## config.mk

```make
export PLATFORM = sky130hd
export DESIGN_NAME = muldiv_sequencer
export DESIGN_NICKNAME = d
export VERILOG_FILES = /design/src/rtl/tinyrisc_pkg.sv /design/src/rtl/muldiv_core.sv /design/src/rtl/muldiv_sequencer.sv
export SDC_FILE = /design/constraint.sdc
export NUM_CORES = 1
export LEC_CHECK = 0
export CAP_MARGIN = 15
export CORE_UTILIZATION = 45
export DETAILED_ROUTE_END_ITERATION = 6
export GPL_TIMING_DRIVEN = 0
export PLACE_DENSITY = 0.76
export SYNTH_ARGS = -nofsm -noshare
export SYNTH_HDL_FRONTEND = slang
export SYNTH_HIERARCHICAL = 1
export SYNTH_SLANG_ARGS = --single-unit
export TNS_END_PERCENT = 20
```

## constraint.sdc

```tcl
create_clock -name clk -period 3.85 [get_ports clk]
set_input_delay 0.77 -clock clk [delete_from_list [all_inputs] [get_ports clk]]
set_output_delay 0.77 -clock clk [all_outputs]
set_load 0.02 [all_outputs]
```

## src/rtl/tinyrisc_pkg.sv

```systemverilog
`default_nettype none
// +--------------------------------------------------------------------------+
// | Module   : tinyrisc_pkg                                                  |
// | Brief    : Shared TinyRISC types for the execute-stage mul/div unit.     |
// | Revision : 1.0                                                           |
// +--------------------------------------------------------------------------+
package tinyrisc_pkg;

    localparam int WORD_W = 32;

    typedef enum logic [1:0] {
        MD_MUL = 2'd0,
        MD_DIV = 2'd1,
        MD_MOD = 2'd2
    } md_op_t;

    typedef enum logic [1:0] {
        IDLE = 2'd0,
        CALC = 2'd1,
        FIX  = 2'd2,
        DONE = 2'd3
    } md_state_t;

    // Decoder flag priority: multiply wins over divide, divide over modulo.
    function automatic md_op_t selectOp(input logic isMul, input logic isDiv);
        if (isMul)
            return MD_MUL;
        else if (isDiv)
            return MD_DIV;
        else
            return MD_MOD;
    endfunction

endpackage
`default_nettype wire

```

## src/rtl/muldiv_core.sv

```systemverilog
`default_nettype none
// +--------------------------------------------------------------------------+
// | Module   : muldiv_core                                                   |
// | Brief    : Iterative magnitude shift-add / restoring-division datapath.  |
// | Revision : 1.0                                                           |
// +--------------------------------------------------------------------------+
module muldiv_core
    import tinyrisc_pkg::*;
#(
    parameter int WIDTH = WORD_W
) (
    input  logic             clk,
    input  logic             rst_n,
    input  logic             load,
    input  logic             step,
    input  md_op_t           op,
    input  logic [WIDTH-1:0] a,
    input  logic [WIDTH-1:0] b,
    output logic [WIDTH-1:0] product,
    output logic [WIDTH-1:0] quotient,
    output logic [WIDTH-1:0] remainder
);

    logic [2*WIDTH-1:0] r_acc;
    logic [WIDTH-1:0]   r_magA;
    logic [WIDTH-1:0]   r_magB;
    logic               r_negA;
    logic               r_negB;

    logic [WIDTH-1:0]   w_magA;
    logic [WIDTH-1:0]   w_magB;
    logic [WIDTH:0]     w_sum;
    logic [WIDTH:0]     w_diff;
    logic [WIDTH-1:0]   w_lo;
    logic [WIDTH-1:0]   w_hi;

    assign w_magA = a[WIDTH-1] ? -a : a;
    assign w_magB = b[WIDTH-1] ? -b : b;

    // Multiply: upper half accumulates the multiplicand, the pair shifts right.
    assign w_sum  = {1'b0, r_acc[2*WIDTH-1:WIDTH]} + {1'b0, r_magA};
    // Divide: trial subtraction of the divisor from the left-shifted partial remainder.
    assign w_diff = r_acc[2*WIDTH-1:WIDTH-1] - {1'b0, r_magB};

    always_ff @(posedge clk) begin
        if (!rst_n) begin
            r_acc  <= '0;
            r_magA <= '0;
            r_magB <= '0;
            r_negA <= 1'b0;
            r_negB <= 1'b0;
        end else if (load) begin
            r_negA <= a[WIDTH-1];
            r_negB <= b[WIDTH-1];
            r_magA <= w_magA;
            r_magB <= w_magB;
            r_acc  <= {{WIDTH{1'b0}}, (op == MD_MUL) ? w_magB : w_magA};
        end else if (step) begin
            if (op == MD_MUL)
                r_acc <= r_acc[0] ? {w_sum, r_acc[WIDTH-1:1]}
                                  : {1'b0, r_acc[2*WIDTH-1:1]};
            else
                r_acc <= w_diff[WIDTH] ? {r_acc[2*WIDTH-2:0], 1'b0}
                                       : {w_diff[WIDTH-1:0], r_acc[WIDTH-2:0], 1'b1};
        end
    end

    assign w_lo = r_acc[WIDTH-1:0];
    assign w_hi = r_acc[2*WIDTH-1:WIDTH];

    // A zero divisor yields an all-ones quotient regardless of the dividend sign.
    assign product   = (r_negA ^ r_negB) ? -w_lo : w_lo;
    assign quotient  = (r_magB == '0) ? '1 : ((r_negA ^ r_negB) ? -w_lo : w_lo);
    assign remainder = r_negA ? -w_hi : w_hi;

endmodule
`default_nettype wire

```

## src/rtl/muldiv_sequencer.sv

```systemverilog
`default_nettype none
// +--------------------------------------------------------------------------+
// | Module   : muldiv_sequencer                                              |
// | Brief    : Start/busy/done FSM around the iterative mul/div/mod core.    |
// | Revision : 1.0                                                           |
// +--------------------------------------------------------------------------+
module muldiv_sequencer
    import tinyrisc_pkg::*;
#(
    parameter int WIDTH = WORD_W
) (
    input  logic             clk,
    input  logic             rst_n,
    input  logic             start,
    input  logic             isMul,
    input  logic             isDiv,
    input  logic             isMod,
    input  logic             flush,
    input  logic [WIDTH-1:0] a,
    input  logic [WIDTH-1:0] b,
    output logic             busy,
    output logic             stall,
    output logic             done,
    output logic [WIDTH-1:0] result
);

    localparam int CNT_W = $clog2(WIDTH);
    localparam logic [CNT_W-1:0] c_lastIter = CNT_W'(WIDTH - 1);

    md_state_t        r_state;
    logic [CNT_W-1:0] r_count;
    md_op_t           r_op;
    logic             r_busy;
    logic             r_done;
    logic [WIDTH-1:0] r_result;

    logic             w_opValid;
    logic             w_request;
    logic             w_load;
    md_op_t           w_selOp;
    md_op_t           w_coreOp;
    logic [WIDTH-1:0] w_product;
    logic [WIDTH-1:0] w_quotient;
    logic [WIDTH-1:0] w_remainder;
    logic [WIDTH-1:0] w_fixResult;

    assign w_opValid = isMul | isDiv | isMod;
    assign w_request = start & w_opValid & (r_state == IDLE);
    // A flush in IDLE drops a simultaneous start even though stall still reflects it.
    assign w_load    = w_request & ~flush;
    assign w_selOp   = selectOp(isMul, isDiv);
    assign w_coreOp  = (r_state == IDLE) ? w_selOp : r_op;

    muldiv_core #(
        .WIDTH     (WIDTH)
    ) u_core (
        .clk       (clk),
        .rst_n     (rst_n),
        .load      (w_load),
        .step      (r_state == CALC),
        .op        (w_coreOp),
        .a         (a),
        .b         (b),
        .product   (w_product),
        .quotient  (w_quotient),
        .remainder (w_remainder)
    );

    always_comb begin
        w_fixResult = w_product;
        case (r_op)
            MD_DIV:  w_fixResult = w_quotient;
            MD_MOD:  w_fixResult = w_remainder;
            default: w_fixResult = w_product;
        endcase
    end

    always_ff @(posedge clk) begin
        if (!rst_n) begin
            r_state  <= IDLE;
            r_count  <= '0;
            r_op     <= MD_MUL;
            r_busy   <= 1'b0;
            r_done   <= 1'b0;
            r_result <= '0;
        end else if (flush && (r_state != IDLE)) begin
            r_state <= IDLE;
            r_count <= '0;
            r_busy  <= 1'b0;
            r_done  <= 1'b0;
        end else begin
            case (r_state)
                IDLE: begin
                    r_done <= 1'b0;
                    if (w_load) begin
                        r_state <= CALC;
                        r_count <= '0;
                        r_op    <= w_selOp;
                        r_busy  <= 1'b1;
                    end
                end
                CALC: begin
                    r_count <= r_count + 1'b1;
                    if (r_count == c_lastIter)
                        r_state <= FIX;
                end
                FIX: begin
                    r_result <= w_fixResult;
                    r_busy   <= 1'b0;
                    r_done   <= 1'b1;
                    r_state  <= DONE;
                end
                DONE: begin
                    r_done  <= 1'b0;
                    r_count <= '0;
                    r_state <= IDLE;
                end
                default: r_state <= IDLE;
            endcase
        end
    end

    assign busy   = r_busy;
    assign done   = r_done;
    assign result = r_result;
    assign stall  = w_request | r_busy;

endmodule
`default_nettype wire

```

==> results.cfg, run 1 <==
[cells_and_area]
syn_to_final_growth_pct = 15.48
register_area_um2 = 3468
nNetsFinal = 2340
diodes = 0
multi_input_area_um2 = 11020
nFillCells = 3283
utilization_pct = 53.46
design_area_um2 = 17570
final_layout_size_suffix_gt1_share_pct = 4.764

[logic_synthesis]
yosysTopAreaCellShare_pct = 22.76
synth.largest_area_cell = dfxtp_1
syn_nets = 2215
synth_area_um2 = 15220
ys_top_cells_by_area = dfxtp_1 23%, nand2_1 7.6%, ha_1 6.2%
seq_area_frac_synth_pct = 22.76
yosysMostFrequentCell = nand2_1
synthDistinctLibCells = 78
syn_inst = 2066
ys_ff_latch = 173
synthArstFlopShare_pct = 0
synth_edf_count = 0
synth_common_cells = 307 x nand2_1, 185 x o21ai_0, 173 x dfxtp_1
avgSynthCellArea_um2 = 7.365
yosysWarnings = 6
synth_flop_cell = dfxtp_1

[placed_design]
hpwl_um = 50260
placed_cell_area_um2 = 16810
gp_congestion = 1.015
io_buffer_count = 104

[global_routing]
gr-total-overflow = 0
grt_pass1_wl_um = 92570
grt_max_degree = 20
grt_pass1_vias = 15450
antenna_found_initial = 0
grt.total_usage_pct = 36.11

[outcome]
violations = setup timing
outcome = finished with violations

[timing]
fmax_ghz = 0.2557
max-slew-margin-rel_pct = 33.12
rsz0062_at_grt = yes
fin_ws_ns = -0.06142
drv_slew = 0
setup_viol = 1
tightest_slew_ns = 0.9893
post-route-period-util_pct = 101.6
clock_skew_ns = 0.01387
hold_violations = 0
final.min_clock_period_ns = 3.911

[clock_tree]
cts_sinks = 173
cts_tree = yes
insertion_delay_ns = 0.47
cts_max_level = 4
cts_buffers = 17
ctsHoldBuffers = 0
clk_path_buf_depth = 2
cts_root_buf = clkbuf_16
clk_pin_slew_ns = 0.08

[drt]
vias = 16780
met3WireLength_um = 5700
routed.top_layer = met4
routed_wl_um = 62850
via_per_inst = 6.340
wl_met2_um = 26710
dr.pass1.iters = 6
ant_nets = 0
wl_met1_um = 25910
wl_per_cell_um = 23.75
drc = 0
drt_iter0_markers = 1956

[hold_path]
worstHoldPathCells = 2
hp-class = reg -> reg

[power_and_ir_drop]
ir_drop_v = 0.0003193
power_leakage_uw = 0.007225
power.density_nw_per_um2 = 619.0
power_uw = 10880

[floorplanning]
die_w_um = 185.9
row_count = 66
fp.dieArea_um2 = 34550
die_h_um = 185.9
pin_count = 106
core_area_um2 = 32870
start_util_pct = 46.30

[worst_setup_path]
cp.required_ns = 4.26
worst-setup-path-type = reg -> reg
arrival_ns = 4.32
rr_worst_depth = 14
cp-end-kind = register
crit_fanout = 10
worstSetupStartpointType = register

[job]
maxCapViolations = 0
-- area by class of cell --
class | instances | share of cell area, %
clock inverter | 15 | 1.068
tap | 442 | 3.147
clock buffer | 17 | 2.421
multi-input combinational | 1677 | 62.74
sequential | 173 | 19.74
timing repair buffer | 106 | 5.989
inverter | 65 | 1.389
buffer | 151 | 3.504
-- worst paths after layout --
kind                    start                to  slack (ns)
max          u_core/r_acc[31]  u_core/r_acc[59]       -0.06
min                r_count[4]        r_count[4]        0.47
max reg2reg  u_core/r_acc[31]  u_core/r_acc[59]       -0.06
min reg2reg        r_count[4]        r_count[4]        0.47
-- cell usage in the layout (no fill, tap or decap), types with 6 or more instances in the layout --
cell type / count
a22oi_1: 32
inv_1: 65
nand2_1: 307
clkbuf_1: 110
mux2i_1: 56
nand3_1: 36
a211oi_1: 34
or4_1: 19
or2_2: 7
a311oi_1: 20
nand4_1: 12
nor2_1: 107
buf_4: 6
clkdlybuf4s50_1: 104
a21o_1: 30
clkbuf_16: 17
xnor2_1: 76
o21bai_1: 9
o31ai_1: 27
o21a_1: 8
xor2_1: 92
ha_1: 76
nor4_1: 19
mux2_2: 7
buf_1: 20
dfxtp_1: 169
a31oi_1: 34
a21oi_1: 122
o21ai_0: 182
or3_1: 11
buf_2: 10
nor2b_1: 72
o41ai_1: 15
nor3_1: 41
a21boi_0: 9
o211a_1: 50
nand2b_1: 43
o211ai_1: 23
and2_1: 13
-- worst max-delay path: stages, from the launching register on --
cell	delay, ns
dfxtp_1	0.41
inv_1	0.17
ha_1	0.28
fa_1	0.38
nand2b_1	0.21
a21oi_2	0.23
o21a_1	0.28
a211oi_4	0.14
nor4_4	0.33
or3_1	0.15
buf_2	0.25
nand2_1	0.16
buf_2	0.27
o311ai_2	0.41
a22o_1	0.18
-- logic make-up (layout without fill, tap and decap cells) --
logic type / Yosys count / after routing / synth area share (%)
AOI/OAI and AO/OA: 641 / 641 / 27.88
xor gates and xnor gates: 169 / 169 / 9.728
adders and majority gates: 78 / 78 / 6.513
buffers and inverters: 216 / 354 / 5.592
DFF: 173 / 173 / 22.76
muxes: 63 / 63 / 4.202
and+or+nand+nor: 726 / 726 / 23.32
-- per-layer routing --
layer	vias up	global-route usage, %
met4	0	24.82
met2	986	54.45
met1	7889	47.65
li1	7681	-
met3	220	4.715
met5	-	0
-- report_power, final --
group / switching [uW] / total [uW] / internal (uW)
clock: 906 / 1850 / 940
combinational: 4160 / 6500 / 2340
sequential: 471 / 2530 / 2060
-- sequential cells by signal, summed over array words and instances (netlist names) --
signal	count
u_core/r_acc	64
u_core/r_magB	32
r_op	2
u_core/r_magA	32
busy	1
u_core/r_negB	1
r_state	2
done	1
r_count	5
u_core/r_negA	1
result	32
-- metrics by stage --
stage | hold slack, ns | setup TNS, ns | setup slack, ns | instances
floorplan | 0.4362 | 0 | 0.6652 | 2066
global placement | 0.4494 | -16.97 | -0.5259 | 2612
detailed placement | 0.4583 | -20.67 | -0.5652 | 2613
CTS | 0.4708 | -0.06505 | -0.06505 | 2645
global route | 0.4851 | -0.02638 | -0.02638 | 2646
finish | 0.4677 | -0.06142 | -0.06142 | 2646
-- what timing repair did --
action,in CTS,in global routing
endpoints found under the setup margin,37,62
gates resized for setup,14,22
setup buffers,0,1
pin swaps,0,2
endpoints found under the hold margin,0,0
(Power assumes the default switching activity.)
==> run 2, diff against run 1 <==
- SKIP_LAST_GASP: default -> 1
==> results.cfg, run 2 (same netlist as run 1, synthesis figures left out) <==
[clock_tree]
cts_max_level = 4
cts_buffers = 17
insertion_delay_ns = 0.47
cts_root_buf = clkbuf_16
clk_pin_slew_ns = 0.08
ctsHoldBuffers = 0
cts_tree = yes
cts_sinks = 173
clk_path_buf_depth = 2

[global_routing]
gr-total-overflow = 0
grt_max_degree = 20
grt_pass1_wl_um = 92420
grt.total_usage_pct = 36.04
grt_pass1_vias = 15470
antenna_found_initial = 0

[cells_and_area]
top_register = u_core/r_acc
largest_reg_flops = 64
utilization_pct = 53.42
final_layout_size_suffix_gt1_share_pct = 4.583
syn_to_final_growth_pct = 15.39
diodes = 0
nNetsFinal = 2340
final_common_cell = nand2_1
mostFrequentLayoutCells = 307 x nand2_1, 185 x o21ai_0, 169 x dfxtp_1

[floorplanning]
pin_count = 106
die_h_um = 185.9
core_area_um2 = 32870
die_w_um = 185.9
start_util_pct = 46.30
fp.dieArea_um2 = 34550
row_count = 66

[timing]
setup_viol = 0
hold_violations = 0
fin_ws_ns = 0.01840
rsz0062_at_grt = yes
drv_slew = 0
tightest_slew_ns = 1.031
post-route-period-util_pct = 99.52
max-slew-margin-rel_pct = 30.29
clock_skew_ns = 0.01633
final.min_clock_period_ns = 3.832
fmax_ghz = 0.2610

[worst_setup_path]
rr_worst_depth = 10
arrival_ns = 4.24
crit_fanout = 10
worstSetupStartpointType = register
worst-setup-path-type = reg -> reg
cp-end-kind = register
cp.required_ns = 4.26

[power_and_ir_drop]
power_leakage_uw = 0.007220
power.density_nw_per_um2 = 618.8
power_uw = 10860
ir_drop_v = 0.0003171

[drt]
drc = 0
via_per_inst = 6.342
ant_nets = 0
drt_iter0_markers = 1874
routed_wl_um = 62580
vias = 16780
dr.pass1.iters = 6
wl_per_cell_um = 23.65

[placed_design]
hpwl_um = 50260
io_buffer_count = 104
pre_cts_ws_ns = -0.5652
gp_congestion = 1.015

[outcome]
outcome = finished clean

[job]
maxCapViolations = 0

[hold_path]
hp-class = reg -> reg
worstHoldPathCells = 2
[run 2: power breakdown]
part / internal (uW) / leakage (uW) / total [uW] / switching (uW)
Sequential: 2060 / 0.00141 / 2530 / 469
Clock: 941 / 0.000301 / 1850 / 906
Combinational: 2340 / 0.00551 / 6490 / 4150
[run 2: through the flow]
stage / std cells / TNS, ns / hold slack [ns] / area (um2)
final: 2646 / 0 / 0.4674 / 17560
after global routing: 2646 / -2.740 / 0.4851 / 17560
after CTS: 2645 / -0.4363 / 0.4708 / 17460
after detailed placement: 2613 / -20.67 / 0.4583 / 16810
after global placement: 2612 / -16.97 / 0.4494 / 16810
after floorplan: 2066 / 0 / 0.4362 / 15220
[run 2: area by class of cell]
cell class / count / area [um2]
plain buffers: 151 / 614.3
clock buffers: 17 / 425.4
fillers: 3277 / 15310
inverters: 65 / 244.0
well taps: 442 / 553.0
flip-flops and latches: 173 / 3468
repair buffers: 106 / 1052
clock inverters: 15 / 187.7
multi-input cells: 1677 / 11010
[run 2: final timing paths]
check,start,end,slack [ns]
min,r_count[4],r_count[4],0.47
min reg2reg,r_count[4],r_count[4],0.47
max,u_core/r_acc[60],u_core/r_acc[59],0.02
max reg2reg,u_core/r_acc[60],u_core/r_acc[59],0.02
[run 2: worst max-delay path: stages (launching register included)]
cell	delay [ns]
dfxtp_1	0.71
ha_1	0.36
nand3_1	0.23
or3_1	0.48
o21ai_0	0.56
or3_1	0.19
buf_2	0.24
nand2_1	0.15
buf_2	0.25
o311ai_2	0.41
a22o_1	0.18
[run 2: layer usage]
layer / vias to the layer above / wire, um / global-route usage [%]
met5: - / 0 / 0
met4: 0 / 4459 / 24.92
met3: 212 / 5742 / 4.833
met2: 963 / 26800 / 54.39
met1: 7918 / 25570 / 47.41
li1: 7687 / - / -
[run 2: what timing repair did]
action / 4_1_cts / 5_1_grt
buffers inserted: 0 / 1
setup endpoints to repair: 37 / 66
hold endpoints to repair: 0 / 0
resized for setup: 11 / 20
gates cloned: 0 / 0
pin swaps: 0 / 4
